$ cat config.mk
export PLATFORM = sky130hd
export DESIGN_NAME = instr_fetch_queue
export DESIGN_NICKNAME = d
export VERILOG_FILES = /design/src/rtl/instr_fetch_queue.sv
export SDC_FILE = /design/constraint.sdc
export NUM_CORES = 1
export LEC_CHECK = 0
export BUFFER_PORTS_ARGS = -buffer_cell sky130_fd_sc_hd__buf_2
export CAP_MARGIN = 30
export CORE_MARGIN = 2
export CORE_UTILIZATION = 23
export DETAILED_ROUTE_END_ITERATION = 6
export GPL_ROUTABILITY_DRIVEN = 0
export PLACE_DENSITY = 0.38
export SETUP_SLACK_MARGIN = 0.4
export SYNTH_ARGS = -nofsm -noshare
export SYNTH_HDL_FRONTEND = slang
export SYNTH_SLANG_ARGS = --single-unit
$ cat constraint.sdc
create_clock -name clk -period 3.6 [get_ports clk]
set_input_delay 1.08 -clock clk [delete_from_list [all_inputs] [get_ports clk]]
set_output_delay 1.08 -clock clk [all_outputs]
set_load 0.02 [all_outputs]
$ cat src/rtl/instr_fetch_queue.sv
// Instruction fetch queue: issues in-order fetches at pc_in, tags each request
// with its PC, buffers returned words in a small FIFO and hands them to decode
// over valid/ready. A flush empties the FIFO and drops every in-flight response.
module instr_fetch_queue #(
    parameter int DEPTH   = 4,
    parameter int MAX_OUT = 2
) (
    input  logic        clk,
    input  logic        rst,
    input  logic [31:0] pc_in,
    output logic        pc_advance,
    input  logic        flush,
    output logic        imem_req,
    output logic [31:0] imem_addr,
    input  logic        imem_gnt,
    input  logic        imem_rvalid,
    input  logic [31:0] imem_rdata,
    output logic        id_valid,
    input  logic        id_ready,
    output logic [31:0] id_instr,
    output logic [31:0] id_pc,
    output logic        misaligned,
    output logic        resp_err
);
    localparam int PW = $clog2(DEPTH);
    localparam int CW = $clog2(DEPTH + 1);
    localparam int TW = (MAX_OUT > 1) ? $clog2(MAX_OUT) : 1;
    localparam logic [CW:0]   DEPTH_S   = (CW + 1)'(DEPTH);
    localparam logic [CW-1:0] MAX_OUT_C = CW'(MAX_OUT);
    localparam logic [TW-1:0] TAG_LAST  = TW'(MAX_OUT - 1);

    // FIFO storage (data words and their PCs) and in-order tag queue
    logic [31:0]   fifo_instr_reg [DEPTH];
    logic [31:0]   fifo_pc_reg    [DEPTH];
    logic [31:0]   tag_reg        [MAX_OUT];

    logic [PW-1:0] head_reg, head_next;
    logic [PW-1:0] tail_reg, tail_next;
    logic [CW-1:0] fifo_count_reg, fifo_count_next;
    logic [TW-1:0] tag_head_reg, tag_head_next;
    logic [TW-1:0] tag_tail_reg, tag_tail_next;
    logic [CW-1:0] out_count_reg, out_count_next;
    logic [CW-1:0] discard_reg, discard_next;
    logic          resp_err_reg, resp_err_next;

    logic [CW:0]   credit_sum;
    logic          issue;
    logic          resp_ok;
    logic          resp_spurious;
    logic          keep_word;
    logic          pop;

    // Issue gating, response classification and decode-side view of the head
    always_comb begin
        misaligned    = |pc_in[1:0];
        credit_sum    = {1'b0, fifo_count_reg} + {1'b0, out_count_reg};
        // FIFO space is reserved at issue time, so responses can never overflow.
        // Requests are also held low while reset is asserted.
        imem_req      = !rst && !flush && !misaligned &&
                        (credit_sum < DEPTH_S) && (out_count_reg < MAX_OUT_C);
        imem_addr     = pc_in;
        issue         = imem_req && imem_gnt;
        pc_advance    = issue;
        resp_ok       = imem_rvalid && (out_count_reg != '0);
        resp_spurious = imem_rvalid && (out_count_reg == '0);
        // Words owed to a flushed path, or arriving in the flush cycle, are dropped
        keep_word     = resp_ok && (discard_reg == '0) && !flush;
        id_valid      = (fifo_count_reg != '0);
        pop           = id_valid && id_ready && !flush;
        id_instr      = id_valid ? fifo_instr_reg[head_reg] : '0;
        id_pc         = id_valid ? fifo_pc_reg[head_reg]    : '0;
        resp_err      = resp_err_reg;
    end

    // Next-state for pointers, counts, discard credit and the sticky error
    always_comb begin
        head_next       = head_reg;
        tail_next       = tail_reg;
        fifo_count_next = fifo_count_reg;
        tag_head_next   = tag_head_reg;
        tag_tail_next   = tag_tail_reg;
        out_count_next  = out_count_reg;
        discard_next    = discard_reg;
        resp_err_next   = resp_err_reg;

        if (issue)
            tag_tail_next = (tag_tail_reg == TAG_LAST) ? '0 : tag_tail_reg + TW'(1);
        if (resp_ok)
            tag_head_next = (tag_head_reg == TAG_LAST) ? '0 : tag_head_reg + TW'(1);

        case ({issue, resp_ok})
            2'b10:   out_count_next = out_count_reg + CW'(1);
            2'b01:   out_count_next = out_count_reg - CW'(1);
            default: out_count_next = out_count_reg;
        endcase

        if (resp_spurious)
            resp_err_next = 1'b1;

        if (flush) begin
            // Everything still in flight after this edge belongs to the dead path
            head_next       = '0;
            tail_next       = '0;
            fifo_count_next = '0;
            discard_next    = resp_ok ? out_count_reg - CW'(1) : out_count_reg;
        end else begin
            if (resp_ok && (discard_reg != '0))
                discard_next = discard_reg - CW'(1);
            if (keep_word)
                tail_next = tail_reg + PW'(1);
            if (pop)
                head_next = head_reg + PW'(1);
            case ({keep_word, pop})
                2'b10:   fifo_count_next = fifo_count_reg + CW'(1);
                2'b01:   fifo_count_next = fifo_count_reg - CW'(1);
                default: fifo_count_next = fifo_count_reg;
            endcase
        end
    end

    // Control state register with synchronous reset
    always_ff @(posedge clk) begin
        if (rst) begin
            head_reg       <= '0;
            tail_reg       <= '0;
            fifo_count_reg <= '0;
            tag_head_reg   <= '0;
            tag_tail_reg   <= '0;
            out_count_reg  <= '0;
            discard_reg    <= '0;
            resp_err_reg   <= 1'b0;
        end else begin
            head_reg       <= head_next;
            tail_reg       <= tail_next;
            fifo_count_reg <= fifo_count_next;
            tag_head_reg   <= tag_head_next;
            tag_tail_reg   <= tag_tail_next;
            out_count_reg  <= out_count_next;
            discard_reg    <= discard_next;
            resp_err_reg   <= resp_err_next;
        end
    end

    // Storage writes: tag on accepted request, {word, tag} on kept response
    always_ff @(posedge clk) begin
        if (!rst && issue)
            tag_reg[tag_tail_reg] <= pc_in;
        if (!rst && keep_word) begin
            fifo_instr_reg[tail_reg] <= imem_rdata;
            fifo_pc_reg[tail_reg]    <= tag_reg[tag_head_reg];
        end
    end

endmodule

### After elaboration in Yosys (flattened, before gate mapping)

Memories as Yosys holds them, arrays and structs flattened. A register that Yosys moved wholly into a read port is not among the register bits.
Cells that the tools add are included.

* $add $sub $neg: 10
* muxes and demuxes: 19
* reductions and logical operators: 27
* $lt $le $gt $ge: 2
* eq/ne operators: 4

Operator list (count)
* $mux 32: 2
* $logic_and 1x1->1: 14
* $pmux 3 s2: 2
* $mux 3: 3
* $reduce_bool 3->1: 3
* $sub 3x1->3 const B: 3
* $mux 1: 8
* $mux 2: 4
* $add 3x1->3 const B: 2
* $logic_not 3->1: 2
* $reduce_bool 2->1: 3
* $add 2x1->2 const B: 2
* $add 3x3->4: 1
* $eq 2x1->1 const B: 2
* $eq 2x2->1 const B: 2
* $lt 4x3->1 const B: 1
* $reduce_or 2->1: 2
* $logic_not 1->1: 3
* $lt 3x2->1 const B: 1
* $add 1x1->1 const B: 2

* memories kept: 3
* memory bits (writable): 320
* output and inout bits: 101
* input port bits: 70
* register bits after elaboration: 16

Memories
* fifo_instr_reg: words 4, bits a word 32, rd ports 1, clocked after memory_dff 1, write ports 1, RTL line 33 `logic [31:0] fifo_instr_reg [DEPTH];`
* fifo_pc_reg: words 4, bits a word 32, rd ports 1, clocked after memory_dff 1, write ports 1, RTL line 34 `logic [31:0] fifo_pc_reg [DEPTH];`
* tag_reg: words 2, bits a word 32, rd ports 1, clocked after memory_dff 1, write ports 1, RTL line 35 `logic [31:0] tag_reg [MAX_OUT];`

### Depth between registers and ports, before layout

Gate-level depths: netlist (run 1).

* word-level depth: 9
* gate-level depth with buffers: 11
* mapped depth without buffers: 11

### Worst setup path after synthesis (run 1)

No wires, ideal clock.

* kind: input to register
* start point: input port flush
* end point: memory tag_reg[1][0], enable pin
* arrival time: 3.263 ns
* setup slack: -0.084 ns
* stages: 5
* data required time: 3.179 ns
* buffers on the path: 1
* library setup time: 0.421 ns
* path through: clkbuf_2 -> nor2_1 -> and4_1 -> nand2_1 -> nor2_1

* longest elaborated chain between the ends: 9

RTL lines
* start: declaration: RTL line 12 `input logic flush,`
* $logic_not 1->1: RTL line 59 `imem_req = !rst && !flush && !misaligned &&`
* $logic_and 1x1->1 (3 in series): RTL line 59
* $logic_and 1x1->1: RTL line 60 `(credit_sum < DEPTH_S) && (out_count_reg < MAX_OUT_C);`
* named net imem_req: RTL line 13 `output logic imem_req,`
* $logic_and 1x1->1: RTL line 62 `issue = imem_req && imem_gnt;`
* $logic_and 1x1->1: RTL line 146 `if (!rst && issue)`
* $mux 1: RTL line 146
* $mux 1 (not written as such): RTL line 147 `tag_reg[tag_tail_reg] <= pc_in;`
* end: declaration: RTL line 35

The timed path passes the listed nets, and every way through them passes these cells.

==> results of run 1 <==
==> path summary, 6_finish.rpt <==
check | from | end | slack [ps]
max reg2reg | out_count_reg[0] | fifo_count_reg[2] | 1050
min reg2reg | resp_err | resp_err | 500
min | resp_err | resp_err | 500
max | flip-flop | id_pc[26] | 400
==> logic make-up after synthesis <==
family / count (synthesis) / share of synthesized area (%)
buffers and inverters: 76 / 3.94
adder cells (fa/ha/maj): 14 / 1.37
flip-flops: 339 / 74.7
AND/OR/NAND/NOR: 114 / 4.97
multiplexers: 98 / 13.7
AO/OA/AOI/OAI: 16 / 0.720
XOR/XNOR: 9 / 0.589
==> cells in the mapped netlist, types with 9 or more instances <==
| cell | instances |
|---|---|
| edfxtp_1 | 320 |
| and2_1 | 64 |
| nor2_1 | 16 |
| clkbuf_1 | 9 |
| mux4_2 | 60 |
| buf_2 | 11 |
| inv_1 | 15 |
| mux2_2 | 29 |
| ha_1 | 13 |
| dfxtp_1 | 19 |
| buf_4 | 32 |
==> power groups by stage <==
stage	clock network (mW)	registers (mW)	logic, mW
after floorplan	0	4.58	0.569
after global placement	0	4.65	0.786
after detailed placement	0	4.65	0.786
after CTS	3.93	4.57	0.807
after global routing	4.08	4.58	0.893
final	3.76	4.56	0.806
==> cell usage in the layout, fill, tap and decap left out, types with 3 or more instances in the layout <==
| cell | synthesis | layout |
|---|---|---|
| nor3_1 | 4 | 4 |
| a211oi_1 | 3 | 3 |
| o21ai_0 | 3 | 3 |
| clkinv_2 | 0 | 5 |
| buf_6 | 1 | 30 |
| and2_4 | 0 | 29 |
| buf_16 | 0 | 7 |
| xor2_1 | 7 | 7 |
| mux4_1 | 4 | 3 |
| mux4_2 | 60 | 61 |
| ha_1 | 13 | 13 |
| buf_2 | 11 | 141 |
| and2_1 | 64 | 34 |
| buf_4 | 32 | 15 |
| and3_4 | 0 | 4 |
| inv_1 | 15 | 14 |
| buf_12 | 6 | 17 |
| clkbuf_1 | 9 | 6 |
| edfxtp_1 | 320 | 320 |
| a21oi_1 | 7 | 7 |
| nand3_1 | 4 | 4 |
| nor2_1 | 16 | 15 |
| mux2_2 | 29 | 29 |
| nand2_1 | 5 | 4 |
| mux2_1 | 3 | 3 |
| clkbuf_16 | 0 | 43 |
| clkinv_1 | 0 | 11 |
| dfxtp_1 | 19 | 15 |
==> area by class of cell <==
cell class / instances / area, µm² / area share [%]
sequential: 339 / 10000 / 59.1
inverter: 15 / 56.3 / 0.333
multi-input combinational: 251 / 2970 / 17.5
antenna: 1 / 2.50 / 0.0148
clock inverter: 21 / 151 / 0.895
timing repair buffer: 212 / 1740 / 10.3
clock buffer: 47 / 1050 / 6.20
tap: 765 / 957 / 5.66
==> through the flow <==
stage               utilization (%)  setup WS [ps]  power (mW)  area, µm²
finish                         29.4            404        9.12      16900
global route                   29.4            306        9.55      16900
CTS                            29.0            279        9.30      16700
detailed placement             26.2            435        5.44      15100
global placement               26.2            426        5.44      15100
floorplan                         -            438        5.15      13400
==> metal layers <==
metal	GRT usage (%)	part of all wire [%]	up-vias
li1	-	-	2975
met1	13.7	46	3352
met2	16.8	47	140
met3	2.62	4.9	53
met4	3.23	2.3	0
met5	0	0	-
==> timing repair <==
item	in CTS	in global routing
cloned	4	2
pin swaps	0	2
setup buffers	10	5
resized for setup	49	56
endpoints found under the setup margin	64	51
hold endpoints to repair	0	0
==> tightest hold or removal path: stages (launching register included) <==
cell and delay (ps):
dfxtp_1 350, a21oi_1 50, nor2_1 70
==> run_results.csv, run 1 <==
group,metric,value,unit
synthesis,ys_ff_latch,339,
power,p_sw_share,23.0,%
worst_hold_path,min_path_type,"reg -> reg",
critical_path,start_kind,"flip-flop",
floorplanning,start_util,23.2,%
route,wirelength,31.2,mm
synthesis,synth.distinct_cells,39,
synthesis,synth_nets,750,
synthesis,synth_edf_count,320,
clock_tree,clk_latency,550,ps
timing,skew,25.8,ps
timing,max_freq,313,MHz
clock_tree,cts.clk_slew.worst_paths,50,ps
timing,grt_setup_unrepaired,"yes",
power,sequentialPowerShare,50.0,%
worst_hold_path,min_path_cells,2,
timing,slew_viol_final,0,
critical_path,cp.depth,6,
clock_tree,cts_sinks,339,
critical_path,crit_buf_inv,4,
critical_path,path_cells,"buf_12 -> buf_12 -> clkbuf_16 -> mux4_2 -> and2_4 -> buf_6",
power,ir_drop,0.271,mV
clock_tree,numCtsBuffers,40,
critical_path,crit_family,"buffers and inverters",
route,first_pass_iters,4,
placement,dp_hpwl,18.2,mm
run_status,status,"finished, final reports clean",
floorplanning,rows,88,
synthesis,syn_area,13400,µm²
timing,finalHoldViolCount,0,
synthesis,yosysTopAreaCell,"edfxtp_1",
final_layout,fin_nets,943,
placement,place_inst,1561,
job,maxCapViolations,0,
power,p_clk_share,41.2,%
timing,tns,0,ps
power,p_comb_share,8.8,%
final_layout,drive_gt1_share,45.2,%
timing,period_share,88.8,%
route,ant_nets,0,
grt,grt_use_total,10.4,%
synthesis,syn-instance-count,666,
route,drt_iter0_markers,276,
critical_path,crit_fanout,6,
power,p_per_area,539,nW/µm²
grt,grt_overflow,0,
route,post_drt_wl_per_cell,18.9,µm
placement,io_buffers,170,
clock_tree,clockBufferDepth,3,
route,num_vias,6520,
floorplanning,die_area,60100,µm²
critical_path,worstSetupEndpointType,"primary output",
power,p_leak,5.73,nW
floorplanning,core_area,57600,µm²
timing,fin_hold_ws,502,ps
critical_path,path_common_cell,"buf_12",
critical_path,worstSetupPathType,"reg -> out",
critical_path,arrival,2120,ps
timing,slew_headroom,46.2,%
final_layout,fin_cells,1651,
final_layout,syn2layout_area_growth,26.5,%
synthesis,synth_top_area_share,71.8,%
clock_tree,root_buffer,"clkbuf_16",
route,drt-vias-per-instance,3.95,
route,drc,0,
grt,grt_pass1_vias,6940,
critical_path,cp_slowest_stage_delay,520,ps
floorplanning,die_height,245,µm
synthesis,ys_async_sr_fraction,0,%
synthesis,yosysSeqAreaShare,74.7,%
critical_path,r2r_cells,11,
floorplanning,die_w,245,µm
synthesis,synth_top_flop_cell,"edfxtp_1",
synthesis,synth_area_leaders,"edfxtp_1, mux4_2, and2_1",
timing,fin_crit,3200,ps
power,power.switching,2.10,mW
timing,setup_viol,0,
clock_tree,cts_tree,"yes",
critical_path,worst_path_max_delay_cell,"mux4_2",
floorplanning,ios,171,
timing,worst_slew_pin_slew,807,ps
grt,grt_max_degree,46,
grt,grt_pass1_wl,45.4,mm
clock_tree,h-tree-depth,2,
clock_tree,ctsHoldBuffers,0,
final_layout,nFillCells,5680,
synthesis,avgSynthCellArea,20.1,µm²
power,intPower,7.02,mW
synthesis,ys.warnings.count,0,
grt,antenna_found_initial,1,
critical_path,critPathRequiredTime,2520,ps
No activity file was read; power rests on OpenSTA's default activity.
==> inputs of run 2 (changes only) <==
--- a/config.mk
+++ b/config.mk
@@ -9,6 +9,8 @@
 export CAP_MARGIN = 30
 export CORE_MARGIN = 2
 export CORE_UTILIZATION = 23
+export CTS_BUF_LIST = sky130_fd_sc_hd__clkbuf_16
+export CTS_CLUSTER_SIZE = 20
 export DETAILED_ROUTE_END_ITERATION = 6
 export GPL_ROUTABILITY_DRIVEN = 0
 export PLACE_DENSITY = 0.38
==> run 2 against run 1 <==
Compared with the run above: critical path depth is the same; sequential power is essentially flat; via count is 0.37% lower; sequential cell count unchanged; combinational power about the same; clock skew about the same; register-to-register slack is essentially flat; die area unchanged; critical endpoint unchanged; largest cell class unchanged.
==> run_results.csv, run 2 (synthesized netlist as in run 1, its figures left out) <==
group,metric,value,unit
clock_tree,clockBufferDepth,3,
floorplanning,rows,88,
final_layout,layout_common_cells,"edfxtp_1, buf_2, mux4_2",
grt,antenna_found_initial,1,
timing,slew_viol_final,0,
floorplanning,core_area,57600,µm²
critical_path,crit_fanout,6,
grt,grt_max_degree,46,
floorplanning,ios,171,
power,intPower,7.01,mW
clock_tree,cts_sinks,339,
power,p_leak,5.76,nW
timing,grt_setup_unrepaired,"yes",
power,p_comb_share,8.8,%
final_layout,mostFrequentLayoutCell,"edfxtp_1",
timing,setup_viol,0,
route,drc,0,
placement,io_buffers,170,
final_layout,stdcell_area,16900,µm²
grt,grt_overflow,0,
timing,finalHoldViolCount,0,
route,post_drt_wl_per_cell,18.9,µm
clock_tree,cts.clk_slew.worst_paths,50,ps
critical_path,start_kind,"flip-flop",
timing,period_share,88.8,%
floorplanning,die_w,245,µm
route,drt_iter0_markers,279,
route,ant_nets,0,
power,power.switching,2.10,mW
timing,skew,26.3,ps
power,sequentialPowerShare,50.1,%
grt,grt_use_total,10.4,%
critical_path,arrival,2120,ps
timing,max_freq,313,MHz
job,maxCapViolations,0,
grt,grt_pass1_wl,45.5,mm
timing,worst_slew_pin_slew,816,ps
power,p_per_area,538,nW/µm²
power,ir_drop,0.271,mV
critical_path,worstSetupPathType,"reg -> out",
timing,fin_crit,3200,ps
clock_tree,h-tree-depth,2,
final_layout,fin_nets,943,
clock_tree,cts_tree,"yes",
timing,slew_headroom,45.6,%
timing,setup_ws,404,ps
route,drt-vias-per-instance,3.93,
final_layout,diodes,0,
placement,place_area,15100,µm²
worst_hold_path,min_path_type,"reg -> reg",
timing,fin_hold_ws,502,ps
clock_tree,numCtsBuffers,40,
critical_path,worstSetupEndpointType,"primary output",
run_status,status,"finished, final reports clean",
final_layout,drive_gt1_share,45.0,%
floorplanning,die_height,245,µm
route,first_pass_iters,4,
floorplanning,die_area,60100,µm²
power,p_clk_share,41.1,%
power,p_sw_share,23.1,%
grt,grt_pass1_vias,6941,
placement,dp_hpwl,18.2,mm
clock_tree,root_buffer,"clkbuf_16",
route,num_vias,6496,
final_layout,syn2layout_area_growth,26.5,%
clock_tree,clk_latency,550,ps
route,wirelength,31.2,mm
critical_path,critPathRequiredTime,2520,ps
floorplanning,start_util,23.2,%
timing,tns,0,ps
placement,post-place-ws,435,ps
clock_tree,ctsHoldBuffers,0,
-- run 2: final cells by class --
cell class	count	area (µm²)
clock buffers	41	1030
clock inverters	28	176
fillers	5679	40700
inverters	15	56.3
multi-input cells	251	2970
flip-flops and latches	339	10000
well taps	765	957
repair buffers	212	1740
-- run 2: worst max-delay path, stage by stage, from the launching register on --
cell       delay, ps
dfxtp_4          350
buf_12           140
buf_12           120
clkbuf_16        140
mux4_2           520
and2_4           180
buf_6            120
-- run 2: metal layers --
layer  vias up  share of wire (%)  GRT usage (%)  wire (µm)
li1       2973                  -              -          -
met1      3341                 46           13.7      14400
met2       131                 47           16.8      14600
met3        51                4.7           2.62       1470
met4         0                2.2           3.23        696
met5         -                  0              0          0
-- run 2: path summary, 6_finish.rpt --
path               startpoint                 to  slack, ps  cells past startpoint
min                  resp_err           resp_err        500                      2
max reg2reg  out_count_reg[0]  fifo_count_reg[2]       1050                     11
max                 flip-flop          id_pc[26]        400                      6
min reg2reg          resp_err           resp_err        500                      2
-- run 2: power groups by stage --
stage | sequential (mW) | combinational [mW] | clock [mW]
6_report | 4.56 | 0.805 | 3.74
3_3_place_gp | 4.65 | 0.786 | 0
2_1_floorplan | 4.58 | 0.569 | 0
3_5_place_dp | 4.65 | 0.786 | 0
5_1_grt | 4.58 | 0.893 | 4.07
4_1_cts | 4.57 | 0.807 | 3.92
-- run 2: stage by stage --
stage	total power, mW	util [%]	cells
2_1_floorplan	5.15	-	666
3_3_place_gp	5.44	26.2	1561
3_5_place_dp	5.44	26.2	1561
4_1_cts	9.29	29.0	1644
5_1_grt	9.54	29.4	1651
6_report	9.11	29.4	1651
-- run 2: repair_timing --
action | CTS | global route
endpoints found under the setup margin | 64 | 51
resized for setup | 49 | 56
gates cloned | 4 | 2
setup buffers | 10 | 5
pin swaps | 0 | 2
